**src/rtl/frame_scheduler_pkg.sv**
```systemverilog
// frame_scheduler_pkg
//   Shared types and helpers for the raster scheduler / framebuffer writer.
//   - DEF_WIDTH / DEF_HEIGHT : default frame geometry
//   - fb_word_t              : one RGB565 framebuffer word
//   - to_rgb565()            : packs 8-bit R/G/B into RGB565
//   - sched_state_t          : scheduler states (PRIME, RUN)
package frame_scheduler_pkg;

    localparam int DEF_WIDTH  = 1280;
    localparam int DEF_HEIGHT = 720;

    typedef logic [15:0] fb_word_t;

    typedef enum logic {
        PRIME,
        RUN
    } sched_state_t;

    function automatic fb_word_t to_rgb565(input logic [7:0] r,
                                           input logic [7:0] g,
                                           input logic [7:0] b);
        return {r[7:3], g[7:2], b[7:3]};
    endfunction

endpackage

```
**src/rtl/pixel_fifo.sv**
```systemverilog
// pixel_fifo
//   Synchronous first-word-fall-through FIFO holding pending framebuffer writes.
//   Ports:
//     clk_in, rst_in : clock, async active-high reset (empties the FIFO)
//     push, din      : write request / data (ignored when full unless popping)
//     pop            : consume head (ignored when empty)
//     dout           : current head, valid whenever !empty
//     empty, full    : occupancy flags
module pixel_fifo #(
    parameter int DATA_W = 8,
    parameter int DEPTH  = 4
) (
    input  logic              clk_in,
    input  logic              rst_in,
    input  logic              push,
    input  logic              pop,
    input  logic [DATA_W-1:0] din,
    output logic [DATA_W-1:0] dout,
    output logic              empty,
    output logic              full
);

    localparam int PW = $clog2(DEPTH);

    logic [DATA_W-1:0] r_mem [DEPTH];
    // Pointers carry one extra wrap bit so full and empty are distinguishable.
    logic [PW:0]       r_wp;
    logic [PW:0]       r_rp;
    logic              w_wr;
    logic              w_rd;

    assign empty = (r_wp == r_rp);
    assign full  = (r_wp[PW] != r_rp[PW]) && (r_wp[PW-1:0] == r_rp[PW-1:0]);
    // A push into a full FIFO is fine when the head leaves in the same cycle.
    assign w_wr  = push && (!full || pop);
    assign w_rd  = pop && !empty;
    assign dout  = r_mem[r_rp[PW-1:0]];

    always_ff @(posedge clk_in or posedge rst_in) begin
        if (rst_in) begin
            r_wp <= '0;
            r_rp <= '0;
        end else begin
            if (w_wr) r_wp <= r_wp + 1'b1;
            if (w_rd) r_rp <= r_rp + 1'b1;
        end
    end

    always_ff @(posedge clk_in) begin
        if (w_wr) r_mem[r_wp[PW-1:0]] <= din;
    end

endmodule

```
**src/rtl/frame_scheduler.sv**
```systemverilog
// frame_scheduler
//   Raster sequencer and framebuffer writer for the raymarcher.
//   Ports:
//     clk_in, rst_in              : clock, async active-high reset
//     pixel_done, red/green/blue_in, px_x, px_y : finished pixel from raymarcher
//     curr_x, curr_y              : next coordinate for the raymarcher to sample
//     fb_ready, fb_we, fb_addr, fb_data : framebuffer write port (FWFT FIFO head)
//     frame_done, frame_count     : frame completion pulse / completed frame counter
//     overflow, coord_err         : sticky error flags
module frame_scheduler
    import frame_scheduler_pkg::*;
#(
    parameter int WIDTH     = DEF_WIDTH,
    parameter int HEIGHT    = DEF_HEIGHT,
    parameter int BUF_DEPTH = 4
) (
    input  logic                              clk_in,
    input  logic                              rst_in,
    input  logic                              pixel_done,
    input  logic [7:0]                        red_in,
    input  logic [7:0]                        green_in,
    input  logic [7:0]                        blue_in,
    input  logic [$clog2(WIDTH)-1:0]          px_x,
    input  logic [$clog2(HEIGHT)-1:0]         px_y,
    output logic [$clog2(WIDTH)-1:0]          curr_x,
    output logic [$clog2(HEIGHT)-1:0]         curr_y,
    input  logic                              fb_ready,
    output logic                              fb_we,
    output logic [$clog2(WIDTH*HEIGHT)-1:0]   fb_addr,
    output logic [15:0]                       fb_data,
    output logic                              frame_done,
    output logic [15:0]                       frame_count,
    output logic                              overflow,
    output logic                              coord_err
);

    localparam int XW = $clog2(WIDTH);
    localparam int YW = $clog2(HEIGHT);
    localparam int AW = $clog2(WIDTH*HEIGHT);
    localparam int EW = 1 + AW + 16;   // {last, addr, rgb565}

    sched_state_t   r_state, w_state_nxt;
    logic [XW-1:0]  r_cx;
    logic [YW-1:0]  r_cy;
    logic           r_frame_done;
    logic [15:0]    r_frame_count;
    logic           r_overflow;
    logic           r_coord_err;

    logic           w_run_px;
    logic           w_in_range;
    logic           w_last;
    logic           w_mism;
    logic           w_push;
    logic           w_pop;
    logic           w_empty;
    logic           w_full;
    logic [AW-1:0]  w_addr;
    logic [EW-1:0]  w_entry;
    logic [EW-1:0]  w_head;

    // Compare in one extra bit so a power-of-two WIDTH/HEIGHT is not truncated to 0.
    assign w_in_range = ({1'b0, px_x} < (XW+1)'(WIDTH)) && ({1'b0, px_y} < (YW+1)'(HEIGHT));
    assign w_last     = (px_x == XW'(WIDTH-1)) && (px_y == YW'(HEIGHT-1));
    assign w_addr     = AW'(px_y) * AW'(WIDTH) + AW'(px_x);
    assign w_entry    = {w_last, w_addr, to_rgb565(red_in, green_in, blue_in)};

    // curr is the coordinate the raymarcher was sampling when this pixel_done
    // arrived, so it doubles as the expected raster position.
    assign w_run_px = pixel_done && (r_state == RUN);
    assign w_mism   = w_run_px && (!w_in_range || px_x != r_cx || px_y != r_cy);
    assign w_push   = w_run_px && w_in_range;
    assign w_pop    = fb_we && fb_ready;

    pixel_fifo #(.DATA_W(EW), .DEPTH(BUF_DEPTH)) u_fifo (
        .clk_in (clk_in),
        .rst_in (rst_in),
        .push   (w_push),
        .pop    (w_pop),
        .din    (w_entry),
        .dout   (w_head),
        .empty  (w_empty),
        .full   (w_full)
    );

    always_comb begin
        w_state_nxt = r_state;
        case (r_state)
            PRIME:   if (pixel_done) w_state_nxt = RUN;
            RUN:     w_state_nxt = RUN;
            default: w_state_nxt = PRIME;
        endcase
    end

    always_ff @(posedge clk_in or posedge rst_in) begin
        if (rst_in) r_state <= PRIME;
        else        r_state <= w_state_nxt;
    end

    always_ff @(posedge clk_in or posedge rst_in) begin
        if (rst_in) begin
            r_cx          <= '0;
            r_cy          <= '0;
            r_frame_done  <= 1'b0;
            r_frame_count <= '0;
            r_overflow    <= 1'b0;
            r_coord_err   <= 1'b0;
        end else begin
            if (w_run_px) begin
                if (r_cx == XW'(WIDTH-1)) begin
                    r_cx <= '0;
                    r_cy <= (r_cy == YW'(HEIGHT-1)) ? '0 : r_cy + 1'b1;
                end else begin
                    r_cx <= r_cx + 1'b1;
                end
            end
            if (w_mism) r_coord_err <= 1'b1;
            if (w_push && w_full && !w_pop) r_overflow <= 1'b1;
            r_frame_done <= w_pop && w_head[EW-1];
            if (w_pop && w_head[EW-1]) r_frame_count <= r_frame_count + 1'b1;
        end
    end

    assign curr_x      = r_cx;
    assign curr_y      = r_cy;
    assign fb_we       = !w_empty;
    assign fb_addr     = w_head[AW+15:16];
    assign fb_data     = w_head[15:0];
    assign frame_done  = r_frame_done;
    assign frame_count = r_frame_count;
    assign overflow    = r_overflow;
    assign coord_err   = r_coord_err;

endmodule

```
**config.mk**
```make
export PLATFORM = sky130hd
export DESIGN_NAME = frame_scheduler
export DESIGN_NICKNAME = d
export VERILOG_FILES = /design/src/rtl/frame_scheduler_pkg.sv /design/src/rtl/pixel_fifo.sv /design/src/rtl/frame_scheduler.sv
export SDC_FILE = /design/constraint.sdc
export NUM_CORES = 1
export LEC_CHECK = 0
export ABC_AREA = 1
export BUFFER_PORTS_ARGS = -buffer_cell sky130_fd_sc_hd__buf_4
export CAP_MARGIN = 20
export CORE_MARGIN = 5
export CORE_UTILIZATION = 52
export CTS_BUF_LIST = sky130_fd_sc_hd__clkbuf_16
export CTS_CLUSTER_DIAMETER = 80
export CTS_CLUSTER_SIZE = 12
export DETAILED_ROUTE_END_ITERATION = 7
export MAX_ROUTING_LAYER = met4
export PLACE_DENSITY_LB_ADDON = 0.12
export SYNTH_ARGS = -nofsm -noshare
export SYNTH_HDL_FRONTEND = slang
export SYNTH_SLANG_ARGS = --single-unit
```
**constraint.sdc**
```tcl
create_clock -name clk_in -period 2.96 [get_ports clk_in]
set_input_delay 0.148 -clock clk_in [delete_from_list [all_inputs] [get_ports clk_in]]
set_output_delay 0.148 -clock clk_in [all_outputs]
set_load 0.01 [all_outputs]
```
==> out/qor.yml <==
power_and_ir_drop:
  pwr_density_cell_mw_per_mm2: 821
  leakagePower_nw: 4.54
  vdd_drop_max_v: 0.000507
  total_power_mw: 9.14
yosys:
  postSynth.asyncResetShare_pct: 24.1
  synth.yosys.warnings: 0
  cell_area_synth_sq_mm: 0.00911
  synth_top_area_cell: "sky130_fd_sc_hd__edfxtp_1"
  total_nets_after_synthesis: 938
  synth-edff-count: 148
  postSynthCellCount: 860
  yosys_register_bits: 195
  ys_top_cells_by_area: "sky130_fd_sc_hd__edfxtp_1, sky130_fd_sc_hd__dfrtp_1, sky130_fd_sc_hd__o21ai_0, sky130_fd_sc_hd__nor2_1, sky130_fd_sc_hd__nand2_1"
  register_area_share_after_synthesis_pct: 61.7
  postSynth.topFlopCell: "sky130_fd_sc_hd__edfxtp_1"
  yosysTopAreaCellShare_pct: 48.8
  syn_area_per_cell_sq_um: 10.6
  yosys.cell_types.count: 38
sta:
  worst_slew_margin_rel_pct: 49.2
  fmaxAchievable_ghz: 0.392
  layout_worst_path_cycle_share_pct: 86.1
  slew_viol_final: 0
  finalClockSkew_ps: 9.51
  final_hold_viol_count: 0
  finalWorstSetupSlack_ps: 411
  tightest_slew_ps: 762
  time_the_final_worst_path_needs_with_i_o_delays_and_setup_ps: 2550
  grt_setup_unrepaired: "no"
  setup-violations-final: 0
  timing.setup.tns_ps: 0
placement:
  finalWeightedCongestion: 0.872
  postPlaceCellArea_sq_mm: 0.0103
  preCtsSetupSlack_ps: 416
  numPortBuffers: 117
  dp.final_hpwl_microns: 13200
die:
  design.core.area_sq_mm: 0.0172
  die_extent_in_x_microns: 142
  initial_core_util_pct: 52.8
  overall_die_height_microns: 142
  ioPinCount: 126
  die_footprint_sq_mm: 0.0203
  placement_rows: 48
clocking:
  clk_transition_reported_paths_ps: 70
  cts_root_buf: "sky130_fd_sc_hd__clkbuf_16"
  cts_tree: "built"
  cts_inserted_buffers: 17
  clock-sinks: 195
  cts.htree.levels: 4
  post-cts-setup-buffers: 0
  clkLatencyLatePin_ps: 420
  max-clock-path-buffers: 2
  ctsResizeCount: 0
routing:
  postRouteWirelength_microns: 20100
  routed.top_layer: "met4"
  route.met2.wl_microns: 9730
  drt_drc_violations_left: 0
  viasPerCell: 5.29
  met1_wire_length_microns: 9230
  detailed_router_s_first_iteration_violation_count: 394
  wl_per_cell_microns: 16.1
  antenna_left: 0
  wl_met3_microns: 897
  drt-pass1-iter-count: 5
  routed-via-count: 6587
cells_and_area:
  final_core_util_pct: 64.6
  num-nets-final: 1085
  areaGrowthSynthToFinish_pct: 22.3
  stdcell_area_sq_mm: 0.0111
  commonest_non_fill_non_tap_cells_in_the_layout: "sky130_fd_sc_hd__edfxtp_1, sky130_fd_sc_hd__buf_4, sky130_fd_sc_hd__nor2_1"
  num_antenna_cells: 0
  layout.cells.most_common: "sky130_fd_sc_hd__edfxtp_1"
  layout.filler_cells: 1360
  post_route_cells_drive_above_1_share_pct: 17.8
hold_path:
  hold_end: "u_fifo.r_rp[0]$_DFFE_PP0P_"
  hold_path_startpoint: "fb_ready"
  hold_path_depth: 3
  hold_path_class: "in2reg"
worst_setup_path:
  crit_path_start_kind: "register"
  crit-reg2reg-launch: "u_fifo.r_rp[2]$_DFFE_PP0P_"
  timing.reg2reg.setup_slack_ps: 750
  worstSetupEndpointType: "primary output"
  critPathRequiredTime_ps: 2810
  regToRegEndpoint: "u_fifo.r_mem[2][18]$_DFFE_PP_"
  timing.critical_path.arrival_ps: 2400
  criticalPathCategory: "reg2out"
  timing.reg2reg.worst_path_depth: 7
  crit_fanout: 76
grt:
  first_global_vias: 6342
  grt_max_degree: 77
  grt_total_usage_pct: 20.9
  grt_antenna_before_repair: 0
  grt_pass1_wl_microns: 32300
  grt-ovfl-total: 0
run:
  cap_violations: 0
run_status:
  outcome: "completed"
[cell type report]
class / instances / area, sq um / share of cell area [%]
clock buffers: 17 / 425 / 3.82
clock inverters: 15 / 161 / 1.45
inverters: 80 / 300 / 2.70
multi-input cells: 555 / 3080 / 27.6
flip-flops and latches: 195 / 5620 / 50.5
well taps: 225 / 282 / 2.53
repair buffers: 158 / 1270 / 11.4
[through the flow]
| stage | cells | hold slack [ps] |
|---|---|---|
| 3_5_place_dp | 1186 | 351 |
| 2_1_floorplan | 860 | 247 |
| 6_report | 1245 | 72.5 |
| 5_1_grt | 1245 | 68.4 |
| 4_1_cts | 1244 | 60.5 |
| 3_3_place_gp | 1186 | 351 |
[flip-flops by register name (all words and copies together) (netlist names)]
name,flops
r_state,1
frame_count,16
u_fifo.r_rp,3
overflow,1
curr_y,10
coord_err,1
frame_done,1
u_fifo.r_wp,3
u_fifo.r_mem,148
curr_x,11
[logic make-up (layout without fill, tap and decap cells)]
family	count (synthesis)	after routing	share of synthesized area, %
xor gates and xnor gates	47	47	4.52
buffers and inverters	110	270	4.82
and+or+nand+nor	315	315	14.9
AOI/OAI and AO/OA	164	164	9.92
DFF	195	195	61.7
adders and majority gates	29	29	4.15
[repair_timing]
action | CTS | global route
hold buffers | 26 | 0
setup endpoints to repair | 0 | 0
endpoints found under the hold margin | 143 | 0
[how the worst max path moves through the flow]
stage / start / end / slack (ps) / depth (start not counted)
5_1_grt: u_fifo.r_rp[0]$_DFFE_PP0P_ / fb_data[4] / 180 / 6
2_1_floorplan: u_fifo.r_rp[2]$_DFFE_PP0P_ / u_fifo.r_mem[0][0]$_DFFE_PP_ / -130 / 6
4_1_cts: u_fifo.r_rp[0]$_DFFE_PP0P_ / fb_addr[2] / 330 / 6
6_report: u_fifo.r_rp[0]$_DFFE_PP0P_ / fb_addr[2] / 410 / 6
3_5_place_dp: px_y[1] / u_fifo.r_mem[2][35]$_DFFE_PP_ / 420 / 13
3_3_place_gp: px_y[1] / u_fifo.r_mem[2][35]$_DFFE_PP_ / 440 / 13
[cells in the mapped netlist (2+ instances only)]
cell and number:
sky130_fd_sc_hd__nor4_1 2, sky130_fd_sc_hd__nand3b_1 4, sky130_fd_sc_hd__nor2_1 120, sky130_fd_sc_hd__inv_1 79
sky130_fd_sc_hd__nor3b_1 3, sky130_fd_sc_hd__xnor2_1 15, sky130_fd_sc_hd__o21ai_0 101, sky130_fd_sc_hd__xor2_1 32
sky130_fd_sc_hd__nor2_2 5, sky130_fd_sc_hd__nand3_1 42, sky130_fd_sc_hd__clkbuf_1 20, sky130_fd_sc_hd__edfxtp_1 148
sky130_fd_sc_hd__buf_4 3, sky130_fd_sc_hd__buf_2 6, sky130_fd_sc_hd__nand2_2 2, sky130_fd_sc_hd__nor3_1 13
sky130_fd_sc_hd__o22ai_1 41, sky130_fd_sc_hd__fa_1 2, sky130_fd_sc_hd__a31oi_1 2, sky130_fd_sc_hd__nand4_1 12
sky130_fd_sc_hd__ha_1 27, sky130_fd_sc_hd__a21oi_1 12, sky130_fd_sc_hd__o21ai_2 2, sky130_fd_sc_hd__dfrtp_1 47
sky130_fd_sc_hd__nand2_1 107
[report_power, final]
group | switching [mW] | internal, mW
Combinational | 1.97 | 1.32
Clock | 0.994 | 1.25
Sequential | 0.236 | 3.36
Total | 3.20 | 5.94
[layer usage]
layer,global-route usage [%],up-vias
met4,6.10,0
met1,28.1,3130
met5,-,-
li1,-,3283
met3,3.19,19
met2,33.5,155
[critical path, cell delays in order (launching register included)]
cell and delay [ps]:
sky130_fd_sc_hd__dfrtp_2 370, sky130_fd_sc_hd__buf_4 590, sky130_fd_sc_hd__inv_2 200, sky130_fd_sc_hd__buf_4 300, sky130_fd_sc_hd__o21ai_0 200, sky130_fd_sc_hd__o22ai_1 140, sky130_fd_sc_hd__buf_4 170
(Power assumes the default switching activity.)
